`src/rtl/frame_energy_detector_if.sv`:
```
// Sample-stream and frame-result bundle for the frame energy detector.
// The master side produces samples and consumes results; the slave side is the detector.
interface frame_energy_detector_if;
    logic        ivalid;
    logic [31:0] iidx;
    logic [15:0] idata;
    logic [31:0] ithresh;
    logic        ovalid;
    logic [31:0] osum;
    logic [31:0] oframe;
    logic [31:0] ostart_idx;
    logic        ospeech;
    logic        odrop;

    modport master (
        output ivalid, iidx, idata, ithresh,
        input  ovalid, osum, oframe, ostart_idx, ospeech, odrop
    );

    modport slave (
        input  ivalid, iidx, idata, ithresh,
        output ovalid, osum, oframe, ostart_idx, ospeech, odrop
    );
endinterface

```
`src/rtl/frame_energy_detector.sv`:
```
// Accumulates saturated magnitude sums over fixed-length frames of contiguous sample
// indices and produces a voice-activity decision with hangover per completed frame.
module frame_energy_detector #(
    parameter int FRAME_LEN = 256,
    parameter int HANGOVER  = 8
) (
    input logic                  iclk,
    input logic                  irstn,
    frame_energy_detector_if.slave bus
);

    localparam int CNT_W = $clog2(FRAME_LEN + 1);

    typedef enum logic {
        EMPTY,
        ACCUM
    } state_t;

    state_t             state_q, state_d;
    logic [31:0]        acc_q, acc_d;
    logic [CNT_W-1:0]   cnt_q, cnt_d;
    logic [31:0]        start_q, start_d;
    logic [31:0]        exp_q, exp_d;
    logic [31:0]        frame_ctr_q, frame_ctr_d;
    logic [7:0]         hang_q, hang_d;
    logic               ovalid_q, ovalid_d;
    logic               odrop_q, odrop_d;
    logic [31:0]        osum_q, osum_d;
    logic [31:0]        oframe_q, oframe_d;
    logic [31:0]        ostart_q, ostart_d;
    logic               ospeech_q, ospeech_d;

    logic [32:0]        sum_ext;
    logic [31:0]        sat_sum;
    logic               last_sample;
    logic               restart;

    // The 33rd bit of the widened sum flags overflow, which clamps rather than wraps.
    assign sum_ext     = {1'b0, acc_q} + {17'd0, bus.idata};
    assign sat_sum     = sum_ext[32] ? 32'hFFFF_FFFF : sum_ext[31:0];
    assign last_sample = (cnt_q == CNT_W'(FRAME_LEN - 1));
    assign restart     = (state_q == EMPTY) || (bus.iidx != exp_q);

    always_comb begin
        state_d     = state_q;
        acc_d       = acc_q;
        cnt_d       = cnt_q;
        start_d     = start_q;
        exp_d       = exp_q;
        frame_ctr_d = frame_ctr_q;
        hang_d      = hang_q;
        ovalid_d    = 1'b0;
        odrop_d     = 1'b0;
        osum_d      = osum_q;
        oframe_d    = oframe_q;
        ostart_d    = ostart_q;
        ospeech_d   = ospeech_q;

        if (bus.ivalid) begin
            if (restart) begin
                // An index gap while accumulating throws away the partial frame and
                // lets the offending sample open a fresh one.
                odrop_d = (state_q == ACCUM);
                acc_d   = {16'd0, bus.idata};
                cnt_d   = CNT_W'(1);
                start_d = bus.iidx;
                exp_d   = bus.iidx + 32'd1;
                state_d = ACCUM;
            end else if (last_sample) begin
                ovalid_d    = 1'b1;
                osum_d      = sat_sum;
                ostart_d    = start_q;
                oframe_d    = frame_ctr_q;
                frame_ctr_d = frame_ctr_q + 32'd1;
                acc_d       = 32'd0;
                cnt_d       = '0;
                state_d     = EMPTY;
                if (sat_sum >= bus.ithresh) begin
                    ospeech_d = 1'b1;
                    hang_d    = 8'(HANGOVER);
                end else if (hang_q != 8'd0) begin
                    ospeech_d = 1'b1;
                    hang_d    = hang_q - 8'd1;
                end else begin
                    ospeech_d = 1'b0;
                end
            end else begin
                acc_d = sat_sum;
                cnt_d = cnt_q + CNT_W'(1);
                exp_d = exp_q + 32'd1;
            end
        end
    end

    always_ff @(posedge iclk) begin
        if (!irstn) begin
            state_q     <= EMPTY;
            acc_q       <= 32'd0;
            cnt_q       <= '0;
            start_q     <= 32'd0;
            exp_q       <= 32'd0;
            frame_ctr_q <= 32'd0;
            hang_q      <= 8'd0;
            ovalid_q    <= 1'b0;
            odrop_q     <= 1'b0;
            osum_q      <= 32'd0;
            oframe_q    <= 32'd0;
            ostart_q    <= 32'd0;
            ospeech_q   <= 1'b0;
        end else begin
            state_q     <= state_d;
            acc_q       <= acc_d;
            cnt_q       <= cnt_d;
            start_q     <= start_d;
            exp_q       <= exp_d;
            frame_ctr_q <= frame_ctr_d;
            hang_q      <= hang_d;
            ovalid_q    <= ovalid_d;
            odrop_q     <= odrop_d;
            osum_q      <= osum_d;
            oframe_q    <= oframe_d;
            ostart_q    <= ostart_d;
            ospeech_q   <= ospeech_d;
        end
    end

    assign bus.ovalid     = ovalid_q;
    assign bus.odrop      = odrop_q;
    assign bus.osum       = osum_q;
    assign bus.oframe     = oframe_q;
    assign bus.ostart_idx = ostart_q;
    assign bus.ospeech    = ospeech_q;

endmodule

```
`src/flat_wrapper.sv`:
```
// flat-port wrapper written by rule: the top's interface ports become plain ports
module frame_energy_detector_flat 
#(
    parameter int FRAME_LEN = 256,
    parameter int HANGOVER  = 8
)
  (iclk, irstn, bus_ivalid, bus_iidx, bus_idata, bus_ithresh, bus_ovalid, bus_osum, bus_oframe, bus_ostart_idx, bus_ospeech, bus_odrop);
  frame_energy_detector_if bus_i ();
  input logic iclk;
  input logic irstn;
  input wire logic [$bits(bus_i.ivalid)-1:0] bus_ivalid;
  input wire logic [$bits(bus_i.iidx)-1:0] bus_iidx;
  input wire logic [$bits(bus_i.idata)-1:0] bus_idata;
  input wire logic [$bits(bus_i.ithresh)-1:0] bus_ithresh;
  output wire logic [$bits(bus_i.ovalid)-1:0] bus_ovalid;
  output wire logic [$bits(bus_i.osum)-1:0] bus_osum;
  output wire logic [$bits(bus_i.oframe)-1:0] bus_oframe;
  output wire logic [$bits(bus_i.ostart_idx)-1:0] bus_ostart_idx;
  output wire logic [$bits(bus_i.ospeech)-1:0] bus_ospeech;
  output wire logic [$bits(bus_i.odrop)-1:0] bus_odrop;
  assign bus_i.ivalid = bus_ivalid;
  assign bus_i.iidx = bus_iidx;
  assign bus_i.idata = bus_idata;
  assign bus_i.ithresh = bus_ithresh;
  assign bus_ovalid = bus_i.ovalid;
  assign bus_osum = bus_i.osum;
  assign bus_oframe = bus_i.oframe;
  assign bus_ostart_idx = bus_i.ostart_idx;
  assign bus_ospeech = bus_i.ospeech;
  assign bus_odrop = bus_i.odrop;
  frame_energy_detector #(.FRAME_LEN(FRAME_LEN), .HANGOVER(HANGOVER)) u_core (.iclk(iclk), .irstn(irstn), .bus(bus_i));
endmodule
```
`config.mk`:
```
export PLATFORM = sky130hd
export DESIGN_NAME = frame_energy_detector_flat
export DESIGN_NICKNAME = d
export VERILOG_FILES = /design/src/rtl/frame_energy_detector_if.sv /design/src/rtl/frame_energy_detector.sv /design/src/flat_wrapper.sv
export SDC_FILE = /design/constraint.sdc
export NUM_CORES = 1
export LEC_CHECK = 0
export BUFFER_PORTS_ARGS = -buffer_cell sky130_fd_sc_hd__buf_2
export CAP_MARGIN = 20
export CORE_MARGIN = 10
export CORE_UTILIZATION = 24
export CTS_BUF_LIST = sky130_fd_sc_hd__clkbuf_8
export CTS_CLUSTER_SIZE = 20
export DETAILED_ROUTE_END_ITERATION = 6
export PLACE_DENSITY = 0.41
export SYNTH_ARGS = -nofsm -noshare
export SYNTH_HDL_FRONTEND = slang
export SYNTH_SLANG_ARGS = --single-unit
export TNS_END_PERCENT = 30
```
`constraint.sdc`:
```
create_clock -name iclk -period 5 [get_ports iclk]
set_input_delay 0.75 -clock iclk [delete_from_list [all_inputs] [get_ports iclk]]
set_output_delay 0.75 -clock iclk [all_outputs]
set_load 0.02 [all_outputs]
```
== After elaboration in Yosys (flattened, before gate mapping) ==
Index checks and enable logic that the tools add are counted.
Word-level totals
  flip-flop bits (word level): 245
  logic and storage cells: 52
  output and inout bits: 99
  input bits: 83
Cells by class
  magnitude comparators: 1
  mux-type cells: 14
  reduce and logical (&&, ||, !) cells: 11
  add/sub/neg operators: 6
  equality and inequality tests: 3
  bitwise gates (word level): 4
Operators by type and width (number)
  $mux W32: 5
  $add A32 B1 Y32 const B: 3
  $add A32 B16 Y33: 1
  $ge A32 B32 Y1: 1
  $ne A32 B32 Y1: 1
  $mux W9: 2
  $mux W8: 2
  $add A9 B1 Y9 const B: 1
  $eq A9 B8 Y1 const B: 1
  $reduce_bool A8 Y1: 1
  $sub A8 B1 Y8 const B: 1
  $reduce_and A2 Y1: 3
  $reduce_and A3 Y1: 2
  $mux W1: 5
  $not A1 Y1: 4
  $reduce_and A4 Y1: 1
  $reduce_bool A2 Y1: 2
  $reduce_or A3 Y1: 1
  $ne A2 B2 Y1 const B: 1
  $logic_or A1 B1 Y1: 1

== Longest topological paths before layout ==
Gate-level depths: netlist (run 1).
  word-level depth: 5
  gate-level depth with buffers: 19
  mapped depth without buffers: 17

== Least setup slack after synthesis (run 1) ==
No wires, ideal clock.
  kind: input port to flip-flop
  from: input bus_idata[11]
  to: register u_core.hang_q[7]
  arrival: 4.650 ns
  slack: 0.279 ns
  required time: 4.929 ns
  stages: 18
  buffers on the path: 2
  library setup time: 0.071 ns
  cell sequence: ha_1 -> a21oi_1 -> o21ai_0 -> a311o_1 -> or2_2 -> clkbuf_1 -> and3_1 -> clkbuf_1 -> a21oi_1 -> inv_1 -> ha_1 -> nand4_1 -> or4_1 -> o22ai_1 -> o21ai_0 -> nor3b_1 -> or4_1 -> a21oi_1
On the way
  cells in the longest elaborated chain, start to end: 5
  elaborated cells between the ends (all ways): 6
  those cells by class: add/sub (1); order compare (1); mux (2); reduce/logical (2)
RTL lines
  start, declared: RTL line flat_wrapper.sv:13  | input wire logic [$bits(bus_i.idata)-1:0] bus_idata;
  $add A32 B16 Y33 (*): RTL line frame_energy_detector.sv:39  | assign sum_ext = {1'b0, acc_q} + {17'd0, bus.idata};
  $mux W32 (*): RTL line frame_energy_detector.sv:40  | assign sat_sum = sum_ext[32] ? 32'hFFFF_FFFF : sum_ext[31:0];
  net u_core.sat_sum[9]: RTL line frame_energy_detector.sv:34  | logic [31:0] sat_sum;
  $ge A32 B32 Y1 (*): RTL line frame_energy_detector.sv:78  | if (sat_sum >= bus.ithresh) begin
  $reduce_bool A2 Y1 (no line)
  $reduce_and A4 Y1 (no line)
  end signal, assigned: RTL line frame_energy_detector.sv:117  | hang_q <= hang_d;
  end, declared: RTL line frame_energy_detector.sv:25  | logic [7:0] hang_q, hang_d;
Mark *: on every way through the listed nets, which the timed path passes. The rest lies on a longest branch.
A chain may end at the register's enable or synchronous reset.

== Final worst setup path (run 1) ==
  from: register u_core.acc_q[5]
  to: register u_core.hang_q[5]
On the way
  cells in the longest elaborated chain, start to end: 5
  elaborated cells between the ends (all ways): 6
  those cells by class: add/sub (1); order compare (1); mux (2); reduce/logical (2)
RTL lines
  start, declared: RTL line frame_energy_detector.sv:20  | logic [31:0] acc_q, acc_d;
  start signal, assigned: RTL line frame_energy_detector.sv:98  | acc_q <= 32'd0;
  start signal, assigned: RTL line frame_energy_detector.sv:112  | acc_q <= acc_d;
  $add A32 B16 Y33 (*): RTL line frame_energy_detector.sv:39
  $mux W32 (*): RTL line frame_energy_detector.sv:40
  $ge A32 B32 Y1 (*): RTL line frame_energy_detector.sv:78
  $reduce_bool A2 Y1 (no line)
  $reduce_and A4 Y1 (no line)
Mark *: on every way between the ends. The rest lies on a longest branch, timed or not.

==> flow_metrics.py, run 1 <==
metrics = {
    "detailed_routing": {
        "wl_per_cell_um": 17.1,
        "wl_um": 42700,
        "vias": 11600,
        "first_pass_iters": 4,
        "ant_nets": 0,
        "avgViaCountPerCell": 4.66,
        "drt_iter0_drc": 534,
        "drc": 0,
    },
    "power_and_ir_drop": {
        "share_comb_of_total_power_pct": 10.6,
        "p_switching_mw": 1.28,
        "p_int_mw": 3.42,
        "leakagePower_nw": 6.69,
        "netSwitchingFraction_pct": 27.2,
        "seq_power_share_pct": 43.0,
        "power.density_nw_per_um2": 299,
        "irDropWorstVdd_uv": 152,
        "power.share.clock_pct": 46.4,
    },
    "timing": {
        "rsz0062_at_grt": "false",
        "relSlewSlack_pct": 31.5,
        "tightest_slew_ps": 1020,
        "period_share_pct": 91.8,
        "setup_ws_ps": 411,
        "hold_viol_final": 0,
        "setup_viol": 0,
        "period_needed_ps": 4590,
        "max_freq_mhz": 218,
        "clock_skew_ps": 27.1,
        "slew_viol_final": 0,
        "hold_ws_ps": 434,
    },
    "critical_path": {
        "cp-end-kind": "register",
        "cpMostUsedCell": "buf_4",
        "crit_slowest_cell": "a2111oi_0",
        "r2r_setup_slack_ps": 410,
        "crit_required_ps": 5550,
        "critical_path.cell_chain": "ha_1 -> a21o_1 -> a211oi_1 -> a211oi_2 -> buf_4 -> o211a_1 -> buf_4 -> nor2_1 -> ha_1 -> nand2b_1 -> a2111oi_0 -> buf_4 -> o22ai_1 -> o21ai_0 -> nor3b_1 -> o21ai_0 -> a21oi_1",
        "critPathKind": "reg -> reg",
        "cp_max_fo": 5,
        "start_kind": "register",
        "arrival_ps": 5140,
        "critPathMaxStageDelay_ps": 610,
    },
    "global_route": {
        "grt_pass1_vias": 11800,
        "grt-busiest-layer": "met2",
        "grt_pass1_wl_um": 67200,
        "overflow": 0,
        "grt_max_degree": 82,
        "met1_usage_pct": 17.5,
        "antenna_found_initial": 2,
        "grtUsageTotal_pct": 13.7,
        "grt_use_met2_pct": 22.7,
        "use_met3_pct": 3.43,
    },
    "worst_hold_path": {
        "hold_path.class": "in -> reg",
    },
    "clock_network": {
        "clkTransAtPathRegs_ps": 60,
        "cts_buffers": 49,
        "clkLatencyLatePin_ps": 630,
        "cts_tree": "built",
        "cts-root-buf": "clkbuf_8",
        "htree_levels": 2,
        "cts_sinks": 245,
        "cts.path.max_buffers": 3,
    },
    "yosys": {
        "syn_nets": 1664,
        "synth.avg_cell_area_um2": 8.14,
        "syn_area_um2": 12400,
        "async_flop_share_pct": 0,
        "synth-warning-count": 0,
        "syn-instance-count": 1528,
        "synth-edff-count": 0,
        "ys_ff_latch": 245,
        "synth_cell_types": 70,
        "ys.flop_type": "dfxtp_1",
        "ys_seq_area_share_pct": 39.4,
    },
    "floorplanning": {
        "ios": 182,
        "coreArea_um2": 51300,
        "dieArea_um2": 61300,
        "dieWidth_um": 248,
        "row_count": 83,
        "fp.dieH_um": 248,
        "start_util_pct": 24.2,
    },
    "place": {
        "pre_cts_ws_ps": -380,
        "placed_area_um2": 14700,
        "dp_hpwl_um": 30700,
        "gp_congestion": 0.844,
        "io_buffers": 181,
    },
    "outcome": {
        "status": "finished, final reports clean",
    },
    "cells_and_area": {
        "drive_gt1_share_pct": 21.0,
        "area_growth_pct": 26.4,
        "design_area_um2": 15700,
        "nets": 1917,
    },
    "job": {
        "maxCapViolations": 0,
    },
}
## per-layer routing
| metal | up-vias | share of wire (%) |
|---|---|---|
| met4 | 0 | 2.0 |
| met1 | 5503 | 47 |
| met2 | 216 | 46 |
| li1 | 5857 | - |
| met5 | - | 0 |
| met3 | 64 | 5.4 |
## power by group through the flow
stage          clock network [mW]  logic, mW  registers, mW
6_report                     2.18      0.500           2.02
5_1_grt                      2.35      0.564           2.02
2_1_floorplan                   0      0.295           2.06
3_3_place_gp                    0      0.504           2.06
3_5_place_dp                    0      0.505           2.06
4_1_cts                      2.27      0.508           2.02
## final timing paths
check | endpoint | cells past startpoint | from
max reg2reg | u_core.hang_q[5] | 17 | u_core.acc_q[5]
min | u_core.start_q[8] | 3 | bus_iidx[8]
max | u_core.hang_q[5] | 17 | u_core.acc_q[5]
min reg2reg | u_core.bus.oframe[20] | 2 | u_core.bus.oframe[20]
## worst max-delay path: cells and delay by family, from the launching register on
kind / cells / cell delay (ps)
AO/OA/AOI/OAI: 9 / 2370
AND/OR/NAND/NOR: 3 / 690
adder cells (fa/ha/maj): 2 / 590
buffers and inverters: 3 / 570
flip-flops: 1 / 310
## stage by stage
step	instances	TNS (ps)	total power [mW]	util, %
finish	2499	0	4.70	30.6
global route	2498	0	4.94	30.6
CTS	2497	0	4.80	30.6
detailed placement	2410	-2900	2.57	28.6
global placement	2410	-1610	2.57	28.6
floorplan	1528	0	2.35	-
## flip-flops by register name, indices dropped and copies added, names as in the netlist
signal / cells
u_core.acc_q: 32
u_core.bus.oframe: 32
u_core.bus.ostart_idx: 32
u_core.bus.osum: 32
u_core.exp_q: 32
u_core.frame_ctr_q: 32
u_core.start_q: 32
u_core.cnt_q: 9
u_core.hang_q: 8
u_core.bus.odrop: 1
u_core.bus.ospeech: 1
u_core.bus.ovalid: 1
u_core.state_q: 1
## placed cells by master (no fill, tap or decap), drive strengths merged, types with 49 or more instances in the layout
master and count:
inv 73, xor2 62, clkbuf 58, a21oi 153, dfxtp 245, nand2 237
xnor2 50, nand4 49, nor2 145, ha 52, o21ai 50, buf 285
## cell families after synthesis
logic type	Yosys count	synth area share (%)
XOR/XNOR	112	7.89
multiplexers	42	3.38
flip-flops	245	39.4
adder cells (fa/ha/maj)	53	5.39
AND/OR/NAND/NOR	619	24.0
buffers and inverters	142	4.71
AO/OA/AOI/OAI	315	15.2
## layout make-up
cell class	count	area, um^2
Sequential cell	245	4900
Inverter	59	226
Clock inverter	29	216
Antenna cell	2	5.00
Multi-Input combinational cell	1141	6980
Fill cell	5657	35600
Clock buffer	58	798
Tap cell	680	851
Timing Repair Buffer	285	1740
## cells in the mapped netlist, drive strengths merged (3+ instances only)
cell | instances | area share [%]
a21oi | 153 | 6.2
and2 | 10 | 0.50
and4 | 15 | 1.1
o21a | 7 | 0.42
o2111ai | 3 | 0.26
dfxtp | 245 | 39
o211ai | 9 | 0.54
a31oi | 5 | 0.25
a211oi | 39 | 2.4
nand2 | 237 | 7.2
a21boi | 3 | 0.18
o21ai | 50 | 2.0
or3 | 8 | 0.40
mux2i | 42 | 3.4
nand2b | 9 | 0.45
or2 | 5 | 0.25
a21o | 8 | 0.48
nand3 | 35 | 1.4
inv | 58 | 1.8
nor4 | 8 | 0.82
nor3 | 29 | 1.2
nor2b | 4 | 0.20
nor3b | 3 | 0.18
a311oi | 5 | 0.35
or4 | 14 | 0.88
ha | 52 | 5.2
xnor2 | 50 | 3.5
clkbuf | 59 | 1.8
nand4 | 49 | 2.6
buf | 24 | 1.1
xor2 | 62 | 4.4
and3 | 43 | 2.2
o22ai | 13 | 0.65
nor2 | 145 | 4.4
## repair_timing
action,4_1_cts,5_1_grt
setup buffers,0,0
hold buffers,0,0
setup endpoints to repair,0,9
resized for setup,0,4
No activity file was read; power rests on OpenSTA's default activity.
==> run 2, diff against run 1 <==
Settings changed: BUFFER_PORTS_ARGS -buffer_cell sky130_fd_sc_hd__buf_2 to -buffer_cell sky130_fd_sc_hd__buf_4.
==> flow_metrics.py, run 2 (synthesis results as in run 1) <==
metrics = {
    "timing": {
        "hold_viol_final": 0,
        "period_needed_ps": 4590,
        "relSlewSlack_pct": 36.5,
        "setup_viol": 0,
        "clock_skew_ps": 35.4,
        "period_share_pct": 91.7,
        "tightest_slew_ps": 946,
        "max_freq_mhz": 218,
        "rsz0062_at_grt": "false",
        "slew_viol_final": 0,
        "setup_ws_ps": 415,
    },
    "floorplanning": {
        "fp.dieH_um": 248,
        "dieWidth_um": 248,
        "coreArea_um2": 51300,
        "ios": 182,
        "row_count": 83,
        "start_util_pct": 24.2,
        "dieArea_um2": 61300,
    },
    "critical_path": {
        "start_kind": "register",
        "critPathMaxStageDelay_ps": 610,
        "cp-end-kind": "register",
        "cp_top_family": "simple AND/OR/NAND/NOR gates",
        "timing.rr.start": "u_core.acc_q[0]",
        "crit_required_ps": 5540,
        "critical_path.cell_chain": "ha_1 -> buf_4 -> a211oi_1 -> nor3_2 -> o2111ai_1 -> o2111ai_2 -> buf_12 -> nand4_1 -> xor2_1 -> nand2_1 -> ha_1 -> nand4_1 -> or4_1 -> a21oi_1 -> o21ai_1 -> nor3b_1 -> or4_1 -> a21oi_1",
        "critPathKind": "reg -> reg",
        "r2r_end": "u_core.hang_q[7]",
        "r2r_setup_slack_ps": 410,
        "critPathBufInv": 2,
        "worstSetupEndpoint": "u_core.hang_q[7]",
        "cp-startpoint": "u_core.acc_q[0]",
        "crit_cells": 18,
        "cp_max_fo": 10,
        "crit_slowest_cell": "or4_1",
        "worstRegToRegCells": 18,
        "arrival_ps": 5130,
    },
    "clock_network": {
        "cts.path.max_buffers": 3,
        "clkTransAtPathRegs_ps": 60,
        "clkLatencyLatePin_ps": 630,
        "cts_sinks": 245,
        "htree_levels": 2,
        "cts_buffers": 47,
        "cts-root-buf": "clkbuf_8",
        "cts_tree": "built",
        "postCtsSetupRepairBufs": 0,
    },
    "global_route": {
        "antenna_found_initial": 1,
        "grt_pass1_wl_um": 67400,
        "grtUsageTotal_pct": 13.8,
        "grt_max_degree": 83,
        "grt_pass1_vias": 11900,
        "overflow": 0,
    },
    "detailed_routing": {
        "ant_nets": 0,
        "avgViaCountPerCell": 4.64,
        "vias": 11600,
        "wl_per_cell_um": 17.3,
        "drt_iter0_drc": 566,
        "drc": 0,
        "first_pass_iters": 5,
        "wl_um": 43200,
    },
    "place": {
        "io_buffers": 181,
        "gp_congestion": 0.830,
        "dp_hpwl_um": 31100,
        "pre_cts_ws_ps": -336,
    },
    "cells_and_area": {
        "nets": 1923,
        "area_growth_pct": 29.3,
        "multi_input_area_um2": 6970,
        "final-seq-area_um2": 4900,
        "drive_gt1_share_pct": 20.8,
        "final_common_cell": "buf_4",
        "fin_util_pct": 31.3,
        "mostFrequentLayoutCells": "290 x buf_4, 245 x dfxtp_1, 236 x nand2_1",
        "fillers": 5580,
    },
    "outcome": {
        "status": "finished, final reports clean",
    },
    "power_and_ir_drop": {
        "leakagePower_nw": 6.73,
        "irDropWorstVdd_uv": 162,
        "total_power_mw": 4.50,
        "power.density_nw_per_um2": 280,
    },
    "job": {
        "maxCapViolations": 0,
    },
    "worst_hold_path": {
        "hold_path.class": "in -> reg",
    },
}
[run 2: changes by cell type in the layout (fill, tap and decap cells not counted), moves of 3 or more]
cell,before,now
buf_2,181,0
buf_4,100,290
bufinv_16,3,0
clkinv_2,11,5
inv_1,70,77
[run 2: stage by stage]
| step | TNS (ps) | hold WS [ps] | instance area, um^2 | cells |
|---|---|---|---|---|
| after floorplan | 0 | 421 | 12400 | 1528 |
| after global placement | -1100 | 429 | 15200 | 2417 |
| after detailed placement | -2060 | 442 | 15200 | 2417 |
| after CTS | 0 | 338 | 16100 | 2500 |
| after global routing | 0 | 357 | 16100 | 2502 |
| final | 0 | 402 | 16100 | 2502 |
[run 2: power by group]
part	switching, mW	internal [mW]
clock network	0.937	1.02
registers	0.0251	2.00
logic	0.287	0.239
[run 2: area by class of cell]
type                       count  area share [%]
tap                          680            5.29
timing repair buffer         293            13.8
sequential                   245            30.5
clock buffer                  56            4.79
inverter                      59            1.41
clock inverter                27           0.778
multi-input combinational   1141            43.4
antenna                        1          0.0156
[run 2: how the worst min path moves through the flow]
stage	from	end	cells past startpoint
after global routing	bus_iidx[1]	u_core.start_q[1]	3
after floorplan	u_core.cnt_q[8]	u_core.cnt_q[8]	2
after detailed placement	u_core.cnt_q[8]	u_core.cnt_q[8]	2
final	bus_iidx[13]	u_core.start_q[13]	3
after global placement	u_core.cnt_q[8]	u_core.cnt_q[8]	2
after CTS	bus_iidx[1]	u_core.start_q[1]	3
[run 2: worst reg2reg max path, delay by kind of cell (launching register included)]
kind / cells / cell delay, ps
flops: 1 / 320
fa+ha+maj: 2 / 500
buf+inv: 2 / 330
xor+xnor: 1 / 270
simple gates: 7 / 1730
compound gates: 6 / 1350
[run 2: timing repair]
action,CTS,global route
hold buffers,0,0
resized for setup,0,5
endpoints found under the hold margin,0,0
endpoints found under the setup margin,0,6
[run 2: metal layers]
| layer | vias to the layer above | wire length [um] | GRT usage, % |
|---|---|---|---|
| met5 | - | 0 | 0 |
| met4 | 0 | 840 | 3.86 |
| met3 | 57 | 2350 | 3.47 |
| met2 | 199 | 19900 | 22.7 |
| met1 | 5490 | 20100 | 17.7 |
| li1 | 5871 | - | - |
==> run 3, diff against run 2 <==
Settings changed: GPL_TIMING_DRIVEN set to 0.
==> flow_metrics.py, run 3 (synthesis results as in run 1) <==
metrics = {
    "detailed_routing": {
        "drt_iter0_drc": 498,
        "ant_nets": 0,
        "avgViaCountPerCell": 4.71,
        "vias": 11700,
        "first_pass_iters": 5,
        "wl_um": 46000,
        "wl_per_cell_um": 18.5,
        "drc": 0,
    },
    "place": {
        "placed_cells": 2384,
        "placed_area_um2": 14600,
        "pre_cts_ws_ps": -1270,
        "gp_congestion": 0.844,
        "io_buffers": 176,
        "dp_hpwl_um": 35000,
    },
    "critical_path": {
        "r2r_setup_slack_ps": 250,
        "r2r_end": "u_core.hang_q[7]",
        "worstRegToRegCells": 18,
        "cp_max_fo": 7,
        "start_kind": "register",
        "critPathKind": "reg -> reg",
        "timing.rr.start": "u_core.acc_q[0]",
        "cp-end-kind": "register",
        "arrival_ps": 5310,
        "crit_required_ps": 5560,
    },
    "timing": {
        "setup_ws_ps": 251,
        "tightest_slew_ps": 992,
        "max_freq_mhz": 211,
        "hold_ws_ps": 391,
        "tns_ps": 0,
        "period_needed_ps": 4750,
        "slew_viol_final": 0,
        "relSlewSlack_pct": 33.4,
        "period_share_pct": 95.0,
        "clock_skew_ps": 36.2,
        "hold_viol_final": 0,
        "setup_viol": 0,
    },
    "power_and_ir_drop": {
        "leakagePower_nw": 6.46,
        "share_comb_of_total_power_pct": 10.7,
        "total_power_mw": 4.55,
        "seq_power_share_pct": 44.4,
        "netSwitchingFraction_pct": 27.5,
        "power.share.clock_pct": 44.9,
        "power.density_nw_per_um2": 289,
        "p_int_mw": 3.30,
        "p_switching_mw": 1.25,
        "irDropWorstVdd_uv": 169,
    },
    "cells_and_area": {
        "mostFrequentLayoutCells": "245 x dfxtp_1, 237 x nand2_1, 194 x buf_4",
        "design_area_um2": 15800,
        "nets": 1900,
        "final_common_cell": "dfxtp_1",
        "fin_util_pct": 30.7,
        "drive_gt1_share_pct": 17.4,
        "layout.cells.non_filler": 2481,
        "area_growth_pct": 26.8,
    },
    "clock_network": {
        "cts_sinks": 245,
        "htree_levels": 2,
        "cts_tree": "built",
        "hold_buffers": 0,
        "cts-root-buf": "clkbuf_8",
        "clkTransAtPathRegs_ps": 60,
        "cts.path.max_buffers": 3,
        "cts_buffers": 48,
        "clkLatencyLatePin_ps": 630,
    },
    "floorplanning": {
        "dieWidth_um": 248,
        "row_count": 83,
        "dieArea_um2": 61300,
        "fp.dieH_um": 248,
        "ios": 182,
        "coreArea_um2": 51300,
        "start_util_pct": 24.2,
    },
    "global_route": {
        "grtUsageTotal_pct": 14.7,
        "overflow": 0,
        "antenna_found_initial": 3,
        "grt_pass1_wl_um": 70100,
        "grt_max_degree": 14,
        "grt_pass1_vias": 11700,
    },
    "worst_hold_path": {
        "hold_end": "u_core.start_q[1]",
        "hold_path.class": "in -> reg",
        "holdPathStages": 3,
        "hold_start": "bus_iidx[1]",
    },
    "outcome": {
        "status": "finished, final reports clean",
    },
    "job": {
        "maxCapViolations": 0,
    },
}
run 3: worst max path at each step:
| stage | start | end | depth (start not counted) |
|---|---|---|---|
| 2_1_floorplan | bus_idata[11] | u_core.hang_q[7] | 18 |
| 3_3_place_gp | bus_idata[5] | u_core.hang_q[7] | 15 |
| 3_5_place_dp | bus_idata[11] | u_core.hang_q[7] | 15 |
| 4_1_cts | u_core.acc_q[11] | u_core.hang_q[7] | 18 |
| 5_1_grt | u_core.acc_q[9] | u_core.hang_q[7] | 16 |
| 6_report | u_core.acc_q[0] | u_core.hang_q[7] | 18 |
run 3: repair_timing:
item | CTS | global route
pin swaps | 4 | 4
endpoints found under the hold margin | 0 | 0
resized for setup | 13 | 14
buffers inserted | 6 | 6
setup endpoints to repair | 9 | 9
run 3: routing by layer:
metal / share of wire (%) / up-vias / GRT usage, %
met4: 2.1 / 2 / 4.39
met1: 47 / 5544 / 19.1
li1: - / 5838 / -
met3: 4.9 / 65 / 3.42
met2: 46 / 246 / 23.8
met5: 0.028 / - / 0
run 3: cell type report:
type | count | area (um^2)
Multi-Input combinational cell | 1141 | 7040
Timing Repair Buffer | 189 | 1420
Antenna cell | 1 | 2.50
Clock inverter | 24 | 114
Tap cell | 680 | 851
Fill cell | 5655 | 35500
Clock buffer | 62 | 853
Sequential cell | 245 | 4900
Inverter | 59 | 221
Buffer | 80 | 354
run 3: power by group through the flow:
stage                     combinational, mW  clock [mW]  sequential (mW)
after global placement                0.475           0             2.06
after floorplan                       0.295           0             2.06
after detailed placement              0.477           0             2.06
final                                 0.487        2.04             2.02
after CTS                             0.488        2.13             2.02
after global routing                  0.547        2.22             2.02
run 3: critical path, stage by stage, from the launching register on:
cell,delay [ps]
dfxtp_1,310
ha_1,220
fa_1,420
nand3_1,130
a21o_1,250
a211oi_4,120
buf_4,170
or2_2,330
and3_2,290
a21oi_2,190
inv_1,70
ha_1,290
nand4_1,170
or4_1,570
o22ai_2,180
o21ai_2,150
nor3b_1,200
or4_1,490
a21oi_1,140
